$ cat config.mk
export PLATFORM = sky130hd
export DESIGN_NAME = register_file_dumper_flat
export DESIGN_NICKNAME = d
export VERILOG_FILES = /design/src/rtl/register_file_dumper_pkg.sv /design/src/rtl/register_file_dumper_if.sv /design/src/rtl/register_file_dumper_word_serializer.sv /design/src/rtl/register_file_dumper.sv /design/src/flat_wrapper.sv
export SDC_FILE = /design/constraint.sdc
export NUM_CORES = 1
export LEC_CHECK = 0
export BUFFER_PORTS_ARGS = -buffer_cell sky130_fd_sc_hd__clkbuf_2
export CELL_PAD_IN_SITES_DETAIL_PLACEMENT = 1
export CELL_PAD_IN_SITES_GLOBAL_PLACEMENT = 2
export CORE_MARGIN = 4
export CORE_UTILIZATION = 33
export CTS_BUF_LIST = sky130_fd_sc_hd__clkbuf_4
export CTS_CLUSTER_SIZE = 40
export DETAILED_ROUTE_END_ITERATION = 10
export HOLD_SLACK_MARGIN = 0.1
export PLACE_DENSITY_LB_ADDON = 0.1
export SLEW_MARGIN = 20
export SYNTH_ARGS = -nofsm -noshare
export SYNTH_HDL_FRONTEND = slang
export SYNTH_SLANG_ARGS = --single-unit
$ cat constraint.sdc
create_clock -name i_clock -period 3.6 [get_ports i_clock]
set_input_delay 0 -clock i_clock [delete_from_list [all_inputs] [get_ports i_clock]]
set_output_delay 0 -clock i_clock [all_outputs]
set_load 0.005 [all_outputs]
$ cat src/rtl/register_file_dumper_pkg.sv
// Shared definitions for the register-dump path: FSM encodings, byte sizing
// helpers and byte-order selectors used by the dumper, debug unit and UART TX.
package register_file_dumper_pkg;

    typedef enum logic [1:0] {
        ST_IDLE = 2'd0,
        ST_LOAD = 2'd1,
        ST_SEND = 2'd2,
        ST_DONE = 2'd3
    } dump_state_e;

    localparam int NB_BYTE_DEFAULT = 8;

    localparam bit BYTE_ORDER_MSB_FIRST = 1'b0;
    localparam bit BYTE_ORDER_LSB_FIRST = 1'b1;

    function automatic int calc_bpw(input int nb_data, input int nb_byte);
        return nb_data / nb_byte;
    endfunction

    // A one-byte word still needs a 1-bit counter to keep the port legal.
    function automatic int calc_cnt_width(input int bpw);
        return (bpw > 1) ? $clog2(bpw) : 1;
    endfunction

endpackage

$ cat src/rtl/register_file_dumper_if.sv
// Bundles the dump command/status, register-file read port and the TX byte link.
interface register_file_dumper_if #(
    parameter int NB_ADDR = 5,
    parameter int NB_DATA = 32,
    parameter int NB_BYTE = 8
);
    logic               start;
    logic               busy;
    logic               done;
    logic [NB_ADDR-1:0] read_addr;
    logic [NB_DATA-1:0] read_data;
    logic [NB_BYTE-1:0] tx_data;
    logic               tx_valid;
    logic               tx_ready;

    modport master (
        input  start,
        input  read_data,
        input  tx_ready,
        output busy,
        output done,
        output read_addr,
        output tx_data,
        output tx_valid
    );

    modport slave (
        output start,
        output read_data,
        output tx_ready,
        input  busy,
        input  done,
        input  read_addr,
        input  tx_data,
        input  tx_valid
    );

endinterface

$ cat src/rtl/register_file_dumper_word_serializer.sv
// Holds one register word and presents it byte by byte in the configured order.
module word_serializer
    import register_file_dumper_pkg::*;
#(
    parameter int NB_DATA   = 32,
    parameter int NB_BYTE   = NB_BYTE_DEFAULT,
    parameter bit LSB_FIRST = BYTE_ORDER_MSB_FIRST
) (
    input  logic               i_clock,
    input  logic               i_reset,
    input  logic               i_load,
    input  logic               i_advance,
    input  logic [NB_DATA-1:0] i_word,
    output logic [NB_BYTE-1:0] o_byte,
    output logic               o_last
);

    localparam int NB_BPW = calc_bpw(NB_DATA, NB_BYTE);
    localparam int CNT_W  = calc_cnt_width(NB_BPW);

    logic [NB_DATA-1:0] word_q, word_d;
    logic [CNT_W-1:0]   cnt_q, cnt_d;
    logic [NB_BYTE-1:0] lanes [NB_BPW];

    // Lane k is the k-th byte on the wire, so the counter indexes lanes directly.
    for (genvar k = 0; k < NB_BPW; k++) begin : g_lane
        if (LSB_FIRST) begin : g_lsb
            assign lanes[k] = word_q[k*NB_BYTE +: NB_BYTE];
        end else begin : g_msb
            assign lanes[k] = word_q[NB_DATA-1-k*NB_BYTE -: NB_BYTE];
        end
    end

    assign o_byte = lanes[cnt_q];
    assign o_last = (cnt_q == CNT_W'(NB_BPW - 1));

    always_comb begin
        word_d = word_q;
        cnt_d  = cnt_q;
        if (i_load) begin
            word_d = i_word;
            cnt_d  = '0;
        end else if (i_advance && !o_last) begin
            cnt_d = cnt_q + CNT_W'(1);
        end
    end

    always_ff @(posedge i_clock) begin
        if (i_reset) begin
            word_q <= '0;
            cnt_q  <= '0;
        end else begin
            word_q <= word_d;
            cnt_q  <= cnt_d;
        end
    end

endmodule

$ cat src/rtl/register_file_dumper.sv
// Walks every register-file entry on request and streams each word as bytes
// over a valid/ready link towards the UART transmitter.
module register_file_dumper
    import register_file_dumper_pkg::*;
#(
    parameter int NB_ADDR   = 5,
    parameter int NB_DATA   = 32,
    parameter int NB_BYTE   = NB_BYTE_DEFAULT,
    parameter int RAM_DEPTH = 2**NB_ADDR,
    parameter bit LSB_FIRST = BYTE_ORDER_MSB_FIRST
) (
    input  logic                   i_clock,
    input  logic                   i_reset,
    register_file_dumper_if.master bus
);

    localparam logic [NB_ADDR-1:0] LAST_ADDR = NB_ADDR'(RAM_DEPTH - 1);

    if ((NB_DATA % NB_BYTE) != 0) begin : g_bad_width
        $fatal(1, "register_file_dumper: NB_DATA must be a multiple of NB_BYTE");
    end

    dump_state_e        state_q, state_d;
    logic [NB_ADDR-1:0] addr_q, addr_d;
    logic               load;
    logic               advance;
    logic [NB_BYTE-1:0] ser_byte;
    logic               ser_last;

    word_serializer #(
        .NB_DATA   (NB_DATA),
        .NB_BYTE   (NB_BYTE),
        .LSB_FIRST (LSB_FIRST)
    ) u_word_serializer (
        .i_clock   (i_clock),
        .i_reset   (i_reset),
        .i_load    (load),
        .i_advance (advance),
        .i_word    (bus.read_data),
        .o_byte    (ser_byte),
        .o_last    (ser_last)
    );

    // The read port is asynchronous, so the word for addr_q is captured in LOAD.
    always_comb begin
        state_d = state_q;
        addr_d  = addr_q;
        load    = 1'b0;
        advance = 1'b0;
        case (state_q)
            ST_IDLE: begin
                if (bus.start) begin
                    state_d = ST_LOAD;
                    addr_d  = '0;
                end
            end
            ST_LOAD: begin
                load    = 1'b1;
                state_d = ST_SEND;
            end
            ST_SEND: begin
                if (bus.tx_ready) begin
                    advance = 1'b1;
                    if (ser_last) begin
                        if (addr_q == LAST_ADDR) begin
                            state_d = ST_DONE;
                        end else begin
                            addr_d  = addr_q + NB_ADDR'(1);
                            state_d = ST_LOAD;
                        end
                    end
                end
            end
            ST_DONE: begin
                state_d = ST_IDLE;
                addr_d  = '0;
            end
            default: begin
                state_d = ST_IDLE;
                addr_d  = '0;
            end
        endcase
    end

    always_ff @(posedge i_clock) begin
        if (i_reset) begin
            state_q <= ST_IDLE;
            addr_q  <= '0;
        end else begin
            state_q <= state_d;
            addr_q  <= addr_d;
        end
    end

    assign bus.busy      = (state_q != ST_IDLE);
    assign bus.done      = (state_q == ST_DONE);
    assign bus.read_addr = addr_q;
    assign bus.tx_valid  = (state_q == ST_SEND);
    assign bus.tx_data   = (state_q == ST_SEND) ? ser_byte : '0;

endmodule

$ cat src/flat_wrapper.sv
// flat-port wrapper written by rule: the top's interface ports become plain ports
module register_file_dumper_flat import register_file_dumper_pkg::*;
#(
    parameter int NB_ADDR   = 5,
    parameter int NB_DATA   = 32,
    parameter int NB_BYTE   = NB_BYTE_DEFAULT,
    parameter int RAM_DEPTH = 2**NB_ADDR,
    parameter bit LSB_FIRST = BYTE_ORDER_MSB_FIRST
)
  (i_clock, i_reset, bus_start, bus_read_data, bus_tx_ready, bus_busy, bus_done, bus_read_addr, bus_tx_data, bus_tx_valid);
  register_file_dumper_if #(.NB_ADDR(NB_ADDR), .NB_DATA(NB_DATA), .NB_BYTE(NB_BYTE)) bus_i ();
  input  logic i_clock;
  input  logic i_reset;
  input wire logic [$bits(bus_i.start)-1:0] bus_start;
  input wire logic [$bits(bus_i.read_data)-1:0] bus_read_data;
  input wire logic [$bits(bus_i.tx_ready)-1:0] bus_tx_ready;
  output wire logic [$bits(bus_i.busy)-1:0] bus_busy;
  output wire logic [$bits(bus_i.done)-1:0] bus_done;
  output wire logic [$bits(bus_i.read_addr)-1:0] bus_read_addr;
  output wire logic [$bits(bus_i.tx_data)-1:0] bus_tx_data;
  output wire logic [$bits(bus_i.tx_valid)-1:0] bus_tx_valid;
  assign bus_i.start = bus_start;
  assign bus_i.read_data = bus_read_data;
  assign bus_i.tx_ready = bus_tx_ready;
  assign bus_busy = bus_i.busy;
  assign bus_done = bus_i.done;
  assign bus_read_addr = bus_i.read_addr;
  assign bus_tx_data = bus_i.tx_data;
  assign bus_tx_valid = bus_i.tx_valid;
  register_file_dumper #(.NB_ADDR(NB_ADDR), .NB_DATA(NB_DATA), .NB_BYTE(NB_BYTE), .RAM_DEPTH(RAM_DEPTH), .LSB_FIRST(LSB_FIRST)) u_core (.i_clock(i_clock), .i_reset(i_reset), .bus(bus_i));
endmodule
* After elaboration in Yosys (flattened, before gate mapping)
Index checks and enable logic that the tools add are counted.
** Cells by class
- Mux-type cells :: 17
- Reductions and logical operators :: 8
- Bitwise gates (word level) :: 1
- $lt $le $gt $ge :: 1
- Add/sub/neg operators :: 2
- Equal/unequal tests :: 9
** Operators with widths (number)
- $mux W8 :: 3
- $mux W5 :: 4
- $bmux W8 S2 :: 1
- $pmux W5 S3 :: 1
- $mux W2 :: 4
- $pmux W2 S4 :: 1
- $eq A2 B2 Y1 const B :: 3
- $ne A2 B2 Y1 const B :: 3
- $add A5 B1 Y5 const B :: 1
- $eq A5 B5 Y1 const B :: 1
- $reduce_and A5 Y1 :: 1
- $ge A3 B3 Y1 const B :: 1
- $mux W1 :: 3
- $not A2 Y3 :: 1
- $reduce_and A3 Y1 :: 1
- $reduce_bool A3 Y1 :: 1
- $add A2 B1 Y2 const B :: 1
- $eq A2 B1 Y1 const B :: 1
- $logic_not A2 Y1 :: 1
- $ne A2 B1 Y1 const B :: 1
- $reduce_bool A2 Y1 :: 1
- $reduce_or A2 Y1 :: 1
- $logic_and A1 B1 Y1 :: 1
- $logic_not A1 Y1 :: 1
** Storage, ports and cells
- Input bits :: 36
- Flip-flop bits (word level) :: 41
- Output and inout bits :: 16

* Depth between registers and ports, before layout
- Depth after elaboration :: 5
- Depth in mapped cells :: 6

* Modules after synthesis
Synthesis repeated with hierarchy kept, for this count alone.
** Unflattened totals
- Cells, all modules :: 178
- Area, all modules :: 1909.3 sq um
** By module, submodules not included
- word_serializer :: instances 1, area an instance 1430.1 sq um, cells an instance 122, sequential area each 680.7 sq um
- register_file_dumper :: instances 1, area an instance 479.2 sq um, cells an instance 56, sequential area each 140.1 sq um

* Worst setup path after synthesis
No wires, ideal clock.
- Kind :: register to register
- Start point :: register u_core.addr_q[0] (netlist: u_core.bus.read_addr[0])
- End point :: register u_core.addr_q[3] (netlist: u_core.bus.read_addr[3])
- Cell stages (with the launch flop) :: 7
- Library setup time :: 0.122 ns
- Buffers on the path :: 0
- Arrival :: 1.577 ns
- Clock period less this slack :: 1.699 ns
- Slack :: 1.901 ns
- Cells stage by stage :: dfxtp_1 -> ha_1 -> and3_1 -> ha_1 -> and3b_1 -> o22ai_1 -> a311o_1
** On the way
- Word-level cells in the longest chain between the ends :: 5
** Ends and longest elaborated chain
- from (decl) :: line register_file_dumper.sv:24 : logic [NB_ADDR-1:0] addr_q, addr_d;
- from (signal assigned) :: line register_file_dumper.sv:91 : addr_q <= addr_d;
- $add A5 B1 Y5 :: line register_file_dumper.sv:68 : addr_d = addr_q + NB_ADDR'(1);
- $mux W5 :: line register_file_dumper.sv:65 : if (addr_q == LAST_ADDR) begin
- $mux W5 :: line register_file_dumper.sv:64 : if (ser_last) begin
- $mux W5 :: line register_file_dumper.sv:62 : if (bus.tx_ready) begin
- $pmux W5 S3 :: line register_file_dumper.sv:50 : case (state_q)
Several ways; a longest one is shown, not always the timed one. The select of a mux whose other input is x is not followed.
A chain may end at the register's enable or synchronous reset.

* Worst setup path in the final report
- Start point :: register u_core.u_word_serializer.cnt_q[1]
- End point :: register u_core.addr_q[3] (netlist: u_core.bus.read_addr[3])
** On the way
- Word-level cells in the longest chain between the ends :: 3
** Ends and longest elaborated chain
- from (decl) :: line register_file_dumper_word_serializer.sv:22 : logic [CNT_W-1:0] cnt_q, cnt_d;
- from (signal assigned) :: line register_file_dumper_word_serializer.sv:54 : cnt_q <= cnt_d;
- $eq A2 B2 Y1 :: line register_file_dumper_word_serializer.sv:35 : assign o_last = (cnt_q == CNT_W'(NB_BPW - 1));
- $ne A2 B1 Y1 (no line)
- $reduce_and A5 Y1 (no line)
Every way passes these cells.

==> run_results.csv <==
group,metric,value,unit
outcome,status,"completed",
detailed_routing,vias,1766,
critical_path,required,3.83,ns
layout,seq_area,821,um2
detailed_routing,ant_nets,0,
clock_tree,htree_levels,2,
layout,syn_to_final_growth,36.2,%
layout,drive_above_1_share,24.8,%
placed_design,gp_congestion,0.791,
sta,setup-tns-final,0,ns
critical_path,cpMaxStageDelayCell,"dfxtp_1",
synth,netlist_top_cells_area,"dfxtp_1 (44%), nand2_1 (13%), a21oi_1 (9.6%)",
synth,ys_types,34,
clock_tree,clk_latency,0.34,ns
layout,layout.cells.non_filler,370,
synth,ys_async_sr_fraction,0,%
detailed_routing,drc,0,
floorplan,io_pins,52,
critical_path,start_kind,"flip-flop",
layout,multiInputGateArea,967,um2
floorplan,rows,27,
clock_tree,cts_sinks,41,
critical_path,crit_arrival,2.23,ns
global_route,grt_start_max_net_pins,43,
power_and_ir_drop,switching_power,0.223,mW
power_and_ir_drop,vdd.ir_drop.worst,0.175,mV
clock_tree,numCtsBuffers,5,
clock_tree,cts_setup_buffers,0,
floorplan,die_h,83.4,um
placed_design,dp_hpwl,3360,um
synth,synth_top_cell_by_area,"dfxtp_1",
synth,synthCells,219,
clock_tree,clk_path_buf_depth,2,
critical_path,crit_type,"flip-flop to flip-flop",
clock_tree,clk_pin_slew,0.13,ns
global_route,grt_antenna_before_repair,0,
power_and_ir_drop,p_int,0.623,mW
sta,rsz0062_at_grt,"no",
power_and_ir_drop,switching_share,26.3,%
critical_path,max_stage_delay,0.76,ns
placed_design,place_inst,328,
sta,period_needed,2.00,ns
global_route,grt_first_pass_wirelength,8960,um
synth,ys_ff_latch,41,
power_and_ir_drop,clkPwrFrac,27.0,%
critical_path,crit_fanout,11,
synth,synth-seq-area-share,43.8,%
sta,setup_viol,0,
floorplan,die-area,0.00695,mm2
detailed_routing,drt_iter0_drc,55,
sta,skew,0.0118,ns
job,cap_violations,0,
clock_tree,cts_tree,"built",
sta,hold_viol,0,
power_and_ir_drop,p_per_area,331,mW/mm2
placed_design,port_buffers,51,
synth,yosysWarningCount,0,
synth,synth-edff-count,0,
layout,antenna_cells,0,
critical_path,end_kind,"flip-flop",
sta,fmax,500,MHz
power_and_ir_drop,p_leak,1.05,nW
min_path,hp-class,"input port to flip-flop",
critical_path,crit_chain,"ha_1 -> and3b_1 -> o22ai_1 -> a311o_1",
power_and_ir_drop,seqPwrFrac,58.0,%
synth,synth.avg_cell_area,8.56,um2
global_route,gr-usage-all-layers,15.7,%
floorplan,start_util,34.1,%
global_route,grt.overflow.total,0,
layout,num-nets-final,336,
detailed_routing,first_pass_iters,4,
sta,drv_slew,0,
sta,finalCritPeriodShare,55.5,%
sta,worstMarginPinSlew,0.868,ns
global_route,grt_pass1_vias,1918,
detailed_routing,via_per_inst,4.77,
synth,netlist_area,0.00188,mm2
clock_tree,clock-root-buffer,"clkbuf_4",
synth,synth_ff_type,"dfxtp_1",
synth,synthesis.nets,258,
detailed_routing,wl,5090,um
power_and_ir_drop,combPwrFrac,15.0,%
floorplan,die_w,83.4,um
layout,nFillCells,685,
synth,synth.top_cell.area_share,43.8,%
floorplan,coreArea,0.00551,mm2
sta,slew_headroom,42.2,%
detailed_routing,wl_per_cell,13.8,um
through the flow:
stage	cell area [um2]	total power [mW]	utilization, %	setup slack, ns	hold WS (ns)
floorplan	1880	0.559	-	1.90	0.136
global placement	2160	0.599	39.2	1.63	0.228
detailed placement	2160	0.601	39.2	1.58	0.230
CTS	2550	0.860	46.4	1.56	0.397
global route	2550	0.901	46.4	1.40	0.396
finish	2550	0.846	46.4	1.60	0.398
cells in the final DEF, fill, tap and decap left out, types with 2 or more instances in the layout:
cell type      Yosys  routed
a21oi_1           36      36
a31o_1             2       2
and2_1             9       9
and3_1             2       2
and4_1             2       2
buf_4              1       2
clkbuf_2           0      51
clkbuf_4           0       6
clkinv_2           0       2
dfxtp_1           41      41
dlygate4sd3_1      0      34
ha_1               3       3
inv_2              2       2
mux4_2             8       8
nand2_1           64      64
nand2b_1           6       6
nand3_1            2       2
nor2_1             2       2
nor2b_1            3       2
nor3_1             2       2
nor4_1             3       3
o211ai_1           2       2
logic make-up after synthesis:
family / count (synthesis) / share of synthesized area, %
muxes: 8 / 9.61
adders and majority gates: 3 / 2.00
buffers and inverters: 19 / 4.80
AOI/OAI and AO/OA: 47 / 14.3
DFF: 41 / 43.8
and+or+nand+nor: 101 / 25.6
power groups by stage:
stage	logic (mW)	registers [mW]	clock network (mW)
global route	0.144	0.494	0.263
finish	0.126	0.491	0.229
detailed placement	0.0994	0.501	0
CTS	0.129	0.491	0.240
floorplan	0.0682	0.491	0
global placement	0.0984	0.501	0
worst max-delay path: cells and delay by family (launching register included):
| kind | cells | cell delay (ns) |
|---|---|---|
| flops | 1 | 0.76 |
| simple gates | 1 | 0.22 |
| compound gates | 2 | 0.56 |
| fa+ha+maj | 1 | 0.35 |
layer usage:
layer,global-route usage [%],vias to the layer above,part of all wire (%)
li1,-,908,-
met2,27.6,32,50
met4,4.01,0,0.94
met1,18.8,820,45
met5,0,-,0
met3,4.07,6,4.2
what timing repair did:
action / 4_1_cts / 5_1_grt
resized for setup: 0 / 0
hold buffers: 34 / 0
hold endpoints to repair: 34 / 0
registers in the layout, summed over array words and instances, names as in the netlist:
signal and count:
u_core.bus.read_addr 5, u_core.state_q 2, u_core.u_word_serializer.cnt_q 2, u_core.u_word_serializer.lanes 32
synthesized netlist by cell type (all sizes together), types with 3 or more instances:
| library cell | count |
|---|---|
| nand2 | 64 |
| dfxtp | 41 |
| a21oi | 36 |
| buf | 16 |
| and2 | 9 |
| mux4 | 8 |
| nand2b | 6 |
| a31o | 3 |
| ha | 3 |
| inv | 3 |
| nor2b | 3 |
| nor4 | 3 |
cell type report:
type	instances	area share [%]
timing repair buffer	87	23.9
clock inverter	2	0.392
clock buffer	6	1.76
inverter	3	0.441
multi-input combinational	159	37.9
sequential	41	32.1
tap	72	3.53
worst paths after layout:
kind | cells after the start | slack [ns] | start | endpoint
max | 4 | 1.60 | u_core.u_word_serializer.cnt_q[1]$_SDFFE_PP0P_ | u_core.bus.read_addr[3]$_SDFFE_PP0P_
min reg2reg | 2 | 0.46 | u_core.u_word_serializer.lanes[4]$_SDFFE_PP0P_ | u_core.u_word_serializer.lanes[4]$_SDFFE_PP0P_
min | 2 | 0.40 | i_reset | u_core.state_q[1]$_SDFFE_PP0P_
max reg2reg | 4 | 1.60 | u_core.u_word_serializer.cnt_q[1]$_SDFFE_PP0P_ | u_core.bus.read_addr[3]$_SDFFE_PP0P_
Note: power is estimated with default switching activity, not from simulation.
